--- config.mk ---
export PLATFORM = sky130hd
export DESIGN_NAME = uart_rx_deser
export DESIGN_NICKNAME = d
export VERILOG_FILES = /design/src/rtl/uart_rx_deser.sv
export SDC_FILE = /design/constraint.sdc
export NUM_CORES = 1
export LEC_CHECK = 0
export CAP_MARGIN = 5
export CORE_MARGIN = 4
export CORE_UTILIZATION = 50
export CTS_CLUSTER_SIZE = 30
export DETAILED_ROUTE_END_ITERATION = 6
export GPL_TIMING_DRIVEN = 0
export PLACE_DENSITY_LB_ADDON = 0.12
export SYNTH_ARGS = -nofsm -noshare
export SYNTH_HDL_FRONTEND = slang
export SYNTH_SLANG_ARGS = --single-unit
--- constraint.sdc ---
create_clock -name clk -period 1.57 [get_ports clk]
set_input_delay 0.157 -clock clk [delete_from_list [all_inputs] [get_ports clk]]
set_output_delay 0.157 -clock clk [all_outputs]
set_load 0.02 [all_outputs]
--- src/rtl/uart_rx_deser.sv ---
// rtl/uart_rx_deser.sv - 8N1 UART receive front-end: synchroniser, majority filter, framer, holding register
module uart_rx_deser #(
   parameter int CLKS_PER_BIT = 16
) (
   input  logic       clk,
   input  logic       reset_n,
   input  logic       rx_in,
   output logic [7:0] rx_data,
   output logic       rx_valid,
   input  logic       rx_ready,
   output logic       frame_err,
   output logic       overrun,
   output logic       busy
);

   localparam int H  = CLKS_PER_BIT / 2;
   localparam int CW = $clog2(CLKS_PER_BIT);

   // The IDLE detection cycle makes cnt lag the line by one, so the three-sample
   // window sits at cnt = H-2, H-1, H with the decision taken at cnt = H.
   localparam logic [CW-1:0] C_SAMP0 = CW'(H - 2);
   localparam logic [CW-1:0] C_SAMP1 = CW'(H - 1);
   localparam logic [CW-1:0] C_DEC   = CW'(H);
   localparam logic [CW-1:0] C_LAST  = CW'(CLKS_PER_BIT - 1);

   typedef enum logic [2:0] {
      S_IDLE,
      S_START,
      S_DATA,
      S_STOP,
      S_BREAK
   } state_t;

   state_t          r_state;
   state_t          w_state_nxt;
   logic            r_sync1;
   logic            r_sync2;
   logic [CW-1:0]   r_cnt;
   logic [3:0]      r_bi;
   logic [1:0]      r_samp;
   logic [7:0]      r_shift;
   logic            w_dec;
   logic            w_last;
   logic            w_maj;
   logic            w_deliver;
   logic            w_ferr;

   assign w_dec  = (r_cnt == C_DEC);
   assign w_last = (r_cnt == C_LAST);
   assign w_maj  = (r_samp[0] & r_samp[1]) | (r_samp[0] & r_sync2) | (r_samp[1] & r_sync2);
   assign busy   = (r_state != S_IDLE);

   always_ff @(posedge clk or negedge reset_n) begin
      if (!reset_n) begin
         r_sync1 <= 1'b1;
         r_sync2 <= 1'b1;
      end else begin
         r_sync1 <= rx_in;
         r_sync2 <= r_sync1;
      end
   end

   always_ff @(posedge clk or negedge reset_n) begin
      if (!reset_n) begin
         r_state <= S_IDLE;
      end else begin
         r_state <= w_state_nxt;
      end
   end

   always_comb begin
      w_state_nxt = r_state;
      w_deliver   = 1'b0;
      w_ferr      = 1'b0;
      case (r_state)
         S_IDLE: begin
            if (!r_sync2) w_state_nxt = S_START;
         end
         S_START: begin
            if (w_dec && w_maj)  w_state_nxt = S_IDLE;
            else if (w_last)     w_state_nxt = S_DATA;
         end
         S_DATA: begin
            if (w_last && (r_bi == 4'd8)) w_state_nxt = S_STOP;
         end
         S_STOP: begin
            if (w_dec) begin
               if (w_maj) begin
                  w_deliver   = 1'b1;
                  w_state_nxt = S_IDLE;
               end else begin
                  w_ferr      = 1'b1;
                  w_state_nxt = S_BREAK;
               end
            end
         end
         S_BREAK: begin
            if (r_sync2) w_state_nxt = S_IDLE;
         end
         default: w_state_nxt = S_IDLE;
      endcase
   end

   always_ff @(posedge clk or negedge reset_n) begin
      if (!reset_n) begin
         r_cnt     <= '0;
         r_bi      <= '0;
         r_samp    <= 2'b11;
         r_shift   <= '0;
         rx_data   <= '0;
         rx_valid  <= 1'b0;
         frame_err <= 1'b0;
         overrun   <= 1'b0;
      end else begin
         if ((r_state == S_IDLE) || (w_state_nxt != r_state) || w_last) r_cnt <= '0;
         else                                                             r_cnt <= r_cnt + 1'b1;

         if (r_state == S_IDLE)
            r_bi <= '0;
         else if (w_last && ((r_state == S_START) || (r_state == S_DATA)))
            r_bi <= r_bi + 1'b1;

         if (r_cnt == C_SAMP0) r_samp[0] <= r_sync2;
         if (r_cnt == C_SAMP1) r_samp[1] <= r_sync2;

         if ((r_state == S_DATA) && w_dec) r_shift <= {w_maj, r_shift[7:1]};

         frame_err <= w_ferr;
         overrun   <= w_deliver & rx_valid & ~rx_ready;

         if (w_deliver && (!rx_valid || rx_ready)) begin
            rx_data  <= r_shift;
            rx_valid <= 1'b1;
         end else if (rx_valid && rx_ready) begin
            rx_valid <= 1'b0;
         end
      end
   end

endmodule

==> results of run 1 <==
[routing by layer]
layer / wire (µm) / GRT usage
met1: 1400 / 0.206
met2: 1670 / 0.276
met3: 123 / 0.0615
met4: 65 / 0.0648
met5: 0 / 0
[state kept, by name, summed over array words and instances, names as in the netlist, 2 cells and up]
name,count
r_cnt,4
rx_data,8
r_shift,8
r_state,3
r_samp,2
r_bi,4
[report_power, final]
part / internal, mW / switching [mW] / total, mW
Sequential: 1.01 / 0.0792 / 1.08
Clock: 0.539 / 0.307 / 0.846
Combinational: 0.554 / 0.478 / 1.03
Total: 2.10 / 0.864 / 2.96
[final timing paths]
| check | startpoint | to | cells after the start |
|---|---|---|---|
| hold / removal | rx_in | r_sync1 | 1 |
| setup reg to reg | r_cnt[1] | r_bi[3] | 6 |
| setup / recovery | r_cnt[1] | r_bi[3] | 6 |
| max in group asynchronous | reset_n | r_cnt[0] | 2 |
| hold reg to reg | r_sync1 | r_sync2 | 0 |
| min in group asynchronous | reset_n | r_bi[1] | 2 |
[logic make-up (layout without fill, tap and decap cells)]
group | after synthesis | in the layout | synth area share
buf+inv | 11 | 53 | 0.0390
simple gates | 40 | 40 | 0.159
xor+xnor | 2 | 2 | 0.0107
fa+ha+maj | 9 | 9 | 0.0649
flops | 34 | 34 | 0.523
mux | 18 | 18 | 0.124
compound gates | 16 | 16 | 0.0802
[per-stage QoR]
stage | area (µm²) | util | setup TNS, ns | worst slack [ns]
2_1_floorplan | 1640 | - | 0 | 0.000747
3_3_place_gp | 1850 | 0.596 | -10.04 | -0.283
3_5_place_dp | 1840 | 0.594 | -2.73 | -0.207
4_1_cts | 2140 | 0.689 | -0.393 | -0.0594
5_1_grt | 2280 | 0.733 | -0.831 | -0.0929
6_report | 2280 | 0.733 | -0.0768 | -0.0299
[final cells by class]
| cell class | instances | area share |
|---|---|---|
| plain buffers | 7 | 0.0330 |
| clock inverters | 2 | 0.0264 |
| clock buffers | 6 | 0.0225 |
| inverters | 4 | 0.00660 |
| well taps | 44 | 0.0242 |
| repair buffers | 34 | 0.135 |
| flip-flops and latches | 34 | 0.377 |
| multi-input cells | 85 | 0.375 |
[what timing repair did]
item,4_1_cts,5_1_grt
gates resized for setup,26,22
buffers inserted,11,7
pin swaps,4,6
hold buffers,1,0
hold endpoints to repair,30,0
endpoints found under the setup margin,25,26
[cell usage in the layout (no fill, tap or decap), drive strengths merged, types with 2 or more instances in the layout]
cell,instances
a21oi,3
a31oi,2
and3,2
buf,27
bufinv,2
clkbuf,6
clkdlybuf4s50,13
dfrtp,30
dfstp,4
ha,5
inv,4
maj3,4
mux2,18
nand2,6
nand2b,3
nand3,6
nand3b,2
nor2,7
nor3,6
o21a,2
o2bb2a,2
==> flow_metrics.env, run 1 <==
export IMPL_run_status="finished with violations"
export IMPL_violations="setup timing"
export IMPL_synth_top_cells_by_area="dfrtp_1 (46%), mux2_2 (8.9%), dfstp_2 (6.4%)"
export IMPL_yosys_area_top_type="dfrtp_1"
export IMPL_placement_rows=20
export IMPL_report_final_setup_viol=7
export IMPL_port_buf_inserts=15
export IMPL_postSynth_asyncResetShare=1.00
export IMPL_crit_path_end_kind="register"
export IMPL_max_cap_violations=0
export IMPL_synth_top_area_share=0.458
export IMPL_static_leakage_power_nw=1.04
export IMPL_seqCellArea_um2=857
export IMPL_worst_ir_drop_vdd_mv=1.15
export IMPL_critical_path_top_delay_family="adder cells"
export IMPL_synth_seq_cells=34
export IMPL_power_per_cell_area_nw_per_um2=1300
export IMPL_crit_path_max_fanout=5
export IMPL_avgRoutedWirePerCell_um=15.1
export IMPL_min_period_over_period=1.02
export IMPL_n_fill_cell=223
export IMPL_fin_cells=216
export IMPL_hold_class="in -> reg"
export IMPL_cts_tree="done"
export IMPL_top_post_synthesis_cells_by_count="dfrtp_1 (30), mux2_2 (13), nand2_1 (6), nor3_1 (6)"
export IMPL_fraction_of_the_yosys_area_taken_by_sequential_cells=0.523
export IMPL_dieHeight_um=65.2
export IMPL_antenna_found_initial=0
export IMPL_h_tree_level_count=2
export IMPL_total_power_mw=2.96
export IMPL_grt_pass1_vias=1161
export IMPL_hold_worst_slack_ns=0.214
export IMPL_timing_critical_path_from_type="register"
export IMPL_ctsLongestPathBuffers=2
export IMPL_place_gp_congestion=0.799
export IMPL_post_route_cells_drive_above_1_share=0.517
export IMPL_worst_ep_arrival_time_ns=1.84
export IMPL_synthMostInstantiatedCell="dfrtp_1"
export IMPL_synth_cells=130
export IMPL_reg2reg_slack_ns=-0.03
export IMPL_grt_pass1_wl_um=5490
export IMPL_multiInputGateArea_um2=855
export IMPL_worstPathRequired_ns=1.81
export IMPL_synth_lib_cells_used_distinct=45
export IMPL_grt_max_degree=35
export IMPL_critical_path_max_stage_delay_ns=0.44
export IMPL_final_net_count=180
export IMPL_synth_edff_count=0
export IMPL_drt_first_iter_violations=65
export IMPL_grt_util_all_layers=0.170
export IMPL_area_delta_synth_final_pct=39.0
export IMPL_clk_pin_slew_worst_paths_ns=0.11
export IMPL_grt_setup_unrepaired="true"
export IMPL_grt_ovfl_total=0
export IMPL_avgSynthCellArea_um2=12.6
export IMPL_layout_min_cycle_time_ns=1.60
export IMPL_slew_limit_headroom=0.510
export IMPL_synthesis_area_um2=1640
export IMPL_cp_slowest_cell="dfrtp_1"
export IMPL_hold_violations=0
export IMPL_drc_errors=0
export IMPL_drt_antenna_violating_nets=0
export IMPL_die_area_um2=4260
export IMPL_hpwl_um=2020
export IMPL_critical_path_class="reg -> reg"
export IMPL_numClockSinks=34
export IMPL_max_slew_worst_pin_slew_ns=0.735
export IMPL_antenna_cells_inserted=0
export IMPL_detailedRoute_firstPassIterationCount=4
export IMPL_critical_path_n_buffers_inverters=1
export IMPL_slew_violations=0
export IMPL_post_detailed_routing_wire_length_um=3260
export IMPL_timing_fmax_mhz=625
export IMPL_clock_tree_root_cell="clkbuf_4"
export IMPL_cts_buffers_inserted=5
export IMPL_crit_chain="ha_4 -> and3_4 -> buf_6 -> nand3_2 -> maj3_2 -> o21a_1"
export IMPL_syn_nets=139
export IMPL_place_inst=189
export IMPL_floorplan_die_width_um=65.2
export IMPL_vias=1132
export IMPL_core_area_um2=3100
export IMPL_initial_utilization=0.528
export IMPL_primary_ff_master_synth="dfrtp_1"
export IMPL_postLayoutSetupSlackWorst_ns=-0.0299
export IMPL_design_portCount=16
export IMPL_yosysWarningCount=0
export IMPL_clock_latency_on_the_worst_skew_pair_ns=0.34
export IMPL_via_per_inst=5.24
export IMPL_finalClockSkew_ns=0.00696
Power figures use the tool's default switching activity.
==> inputs of run 2 (changes only) <==
--- a/config.mk
+++ b/config.mk
@@ -6,12 +6,13 @@
 export NUM_CORES = 1
 export LEC_CHECK = 0
 export CAP_MARGIN = 5
-export CORE_MARGIN = 4
+export CORE_MARGIN = 8
 export CORE_UTILIZATION = 50
 export CTS_CLUSTER_SIZE = 30
 export DETAILED_ROUTE_END_ITERATION = 6
 export GPL_TIMING_DRIVEN = 0
 export PLACE_DENSITY_LB_ADDON = 0.12
+export SLEW_MARGIN = 25
 export SYNTH_ARGS = -nofsm -noshare
 export SYNTH_HDL_FRONTEND = slang
 export SYNTH_SLANG_ARGS = --single-unit
==> run 2 against run 1 <==
The flow still finishes with violations (setup timing). Via count is 3.7% higher. First-iteration DRC count decreased by 31%. Total power decreased by 9.8%. Register-to-register slack about the same. Combinational power is 4% higher. Design area is 0.55% lower. Core utilization increased by 0.19 points. Die area up 26%. Clock skew rose by 0.0010 ns. Non-clock buffer count rose by 4. Wire length is 4.3% higher. Global-route usage decreased by 4.1 points. Critical endpoint is now rx_data[6]. Highest routed layer unchanged.
==> flow_metrics.env, run 2 (synthesis results as in run 1) <==
export IMPL_violations="setup timing"
export IMPL_final_net_count=184
export IMPL_core_area_um2=3080
export IMPL_slew_limit_headroom=0.764
export IMPL_antenna_cells_inserted=0
export IMPL_min_period_over_period=1.02
export IMPL_numClockSinks=34
export IMPL_avgRoutedWirePerCell_um=15.4
export IMPL_grt_ovfl_total=0
export IMPL_slew_violations=0
export IMPL_power_per_cell_area_nw_per_um2=1180
export IMPL_hold_class="in -> reg"
export IMPL_max_cap_violations=0
export IMPL_critical_path_max_stage_delay_ns=0.46
export IMPL_critical_r2r_launch="r_cnt[0]"
export IMPL_drt_antenna_violating_nets=0
export IMPL_clock_tree_root_cell="clkbuf_4"
export IMPL_cts_buffers_inserted=5
export IMPL_worst_r2r_cell_count=6
export IMPL_floorplan_die_width_um=73.2
export IMPL_port_buf_inserts=15
export IMPL_drt_first_iter_violations=45
export IMPL_setup_tns_ns=-0.120
export IMPL_max_slew_worst_pin_slew_ns=0.349
export IMPL_drc_errors=0
export IMPL_top_regs="r_shift: 8 flops, rx_data: 8 flops"
export IMPL_place_gp_congestion=0.853
export IMPL_seqCellArea_um2=857
export IMPL_worst_ir_drop_vdd_mv=0.883
export IMPL_grt_pass1_wl_um=5360
export IMPL_hold_violations=0
export IMPL_layout_min_cycle_time_ns=1.60
export IMPL_finalClockSkew_ns=0.00800
export IMPL_critical_path_class="reg -> reg"
export IMPL_crit_path_max_fanout=8
export IMPL_initial_utilization=0.532
export IMPL_h_tree_level_count=2
export IMPL_worstPathRequired_ns=1.79
export IMPL_static_leakage_power_nw=1.05
export IMPL_grt_max_degree=23
export IMPL_post_detailed_routing_wire_length_um=3400
export IMPL_cts_tree="done"
export IMPL_ctsLongestPathBuffers=2
export IMPL_grt_setup_unrepaired="true"
export IMPL_pre_cts_ws_ns=-0.228
export IMPL_post_route_cells_drive_above_1_share=0.489
export IMPL_mostFrequentLayoutCells="dfrtp_1 (29), buf_4 (22), clkdlybuf4s50_1 (13)"
export IMPL_multiInputGateArea_um2=830
export IMPL_detailedRoute_firstPassIterationCount=4
export IMPL_min_from="rx_in"
export IMPL_die_area_um2=5360
export IMPL_grt_util_all_layers=0.129
export IMPL_run_status="finished with violations"
export IMPL_hold_path_cell_count=1
export IMPL_timing_critical_path_from_type="register"
export IMPL_dieHeight_um=73.2
export IMPL_hpwl_um=2150
export IMPL_postLayoutSetupSlackWorst_ns=-0.0306
export IMPL_placement_rows=20
export IMPL_design_portCount=16
export IMPL_report_final_setup_viol=6
export IMPL_clock_latency_on_the_worst_skew_pair_ns=0.33
export IMPL_crit_chain="inv_2 -> ha_4 -> nand4b_4 -> nor2_4 -> nand3_4 -> mux2_4"
export IMPL_via_per_inst=5.34
export IMPL_grt_pass1_vias=1154
export IMPL_area_delta_synth_final_pct=38.2
export IMPL_antenna_found_initial=0
export IMPL_critical_path_startpoint="r_cnt[0]"
export IMPL_n_fill_cell=206
export IMPL_timing_fmax_mhz=625
export IMPL_cp_slowest_cell="dfrtp_2"
export IMPL_final_common_cell="dfrtp_1"
export IMPL_clk_pin_slew_worst_paths_ns=0.10
export IMPL_crit_path_end_kind="register"
export IMPL_worst_ep_arrival_time_ns=1.82
export IMPL_vias=1174
## run 2: cell types whose count changed in the layout (fill, tap and decap cells not counted), moves of 2 or more
cell       delta
buf_4         +4
buf_6         -2
mux2_2        -6
nor3_1        +2
mux2_4        +6
bufinv_16     -2
## run 2: final timing paths
path,end,slack (ns)
setup / recovery,rx_data[6],-0.03
hold / removal,r_sync1,0.22
setup reg to reg,rx_data[6],-0.03
hold reg to reg,r_sync2,0.36
max in group asynchronous,r_sync2,0.81
min in group asynchronous,r_bi[0],0.27
## run 2: final cells by class
class                      instances  area share
timing repair buffer              39       0.160
multi-input combinational         85       0.367
inverter                           4     0.00663
clock inverter                     2     0.00553
buffer                             6      0.0359
tap                               44      0.0243
sequential                        34       0.379
clock buffer                       6      0.0227
## run 2: critical path: cells and delay by family, from the launching register on
family / cells / cell delay, ns
adder cells (fa/ha/maj): 1 / 0.14
buffers and inverters: 1 / 0.09
flip-flops: 1 / 0.46
multiplexers: 1 / 0.34
AND/OR/NAND/NOR: 3 / 0.47
## run 2: metrics by stage
stage | hold WS (ns) | instance area, µm² | cells | utilization | power, mW
CTS | 0.208 | 2140 | 210 | 0.694 | 2.54
global placement | 0.346 | 1850 | 189 | 0.600 | 1.79
finish | 0.225 | 2260 | 220 | 0.735 | 2.67
detailed placement | 0.0755 | 1870 | 190 | 0.608 | 1.83
global route | 0.215 | 2260 | 220 | 0.735 | 2.82
floorplan | -0.139 | 1640 | 130 | - | 1.65
## run 2: power breakdown
group / switching, mW / internal, mW
Sequential: 0.0837 / 1.01
Clock: 0.294 / 0.215
Combinational: 0.488 / 0.586
Total: 0.866 / 1.81
## run 2: timing repair
action | CTS | global route
setup endpoints to repair | 25 | 26
endpoints found under the hold margin | 32 | 0
hold buffers | 1 | 0
resized for setup | 30 | 16
setup buffers | 11 | 11
pin swaps | 3 | 6
## run 2: metal layers
| metal | share of wire | track usage | up-vias |
|---|---|---|---|
| met3 | 0.043 | 0.0385 | 6 |
| met4 | 0.0088 | 0.0533 | 0 |
| met2 | 0.50 | 0.213 | 24 |
| met1 | 0.44 | 0.152 | 588 |
| met5 | 0 | 0 | - |
| li1 | - | - | 556 |
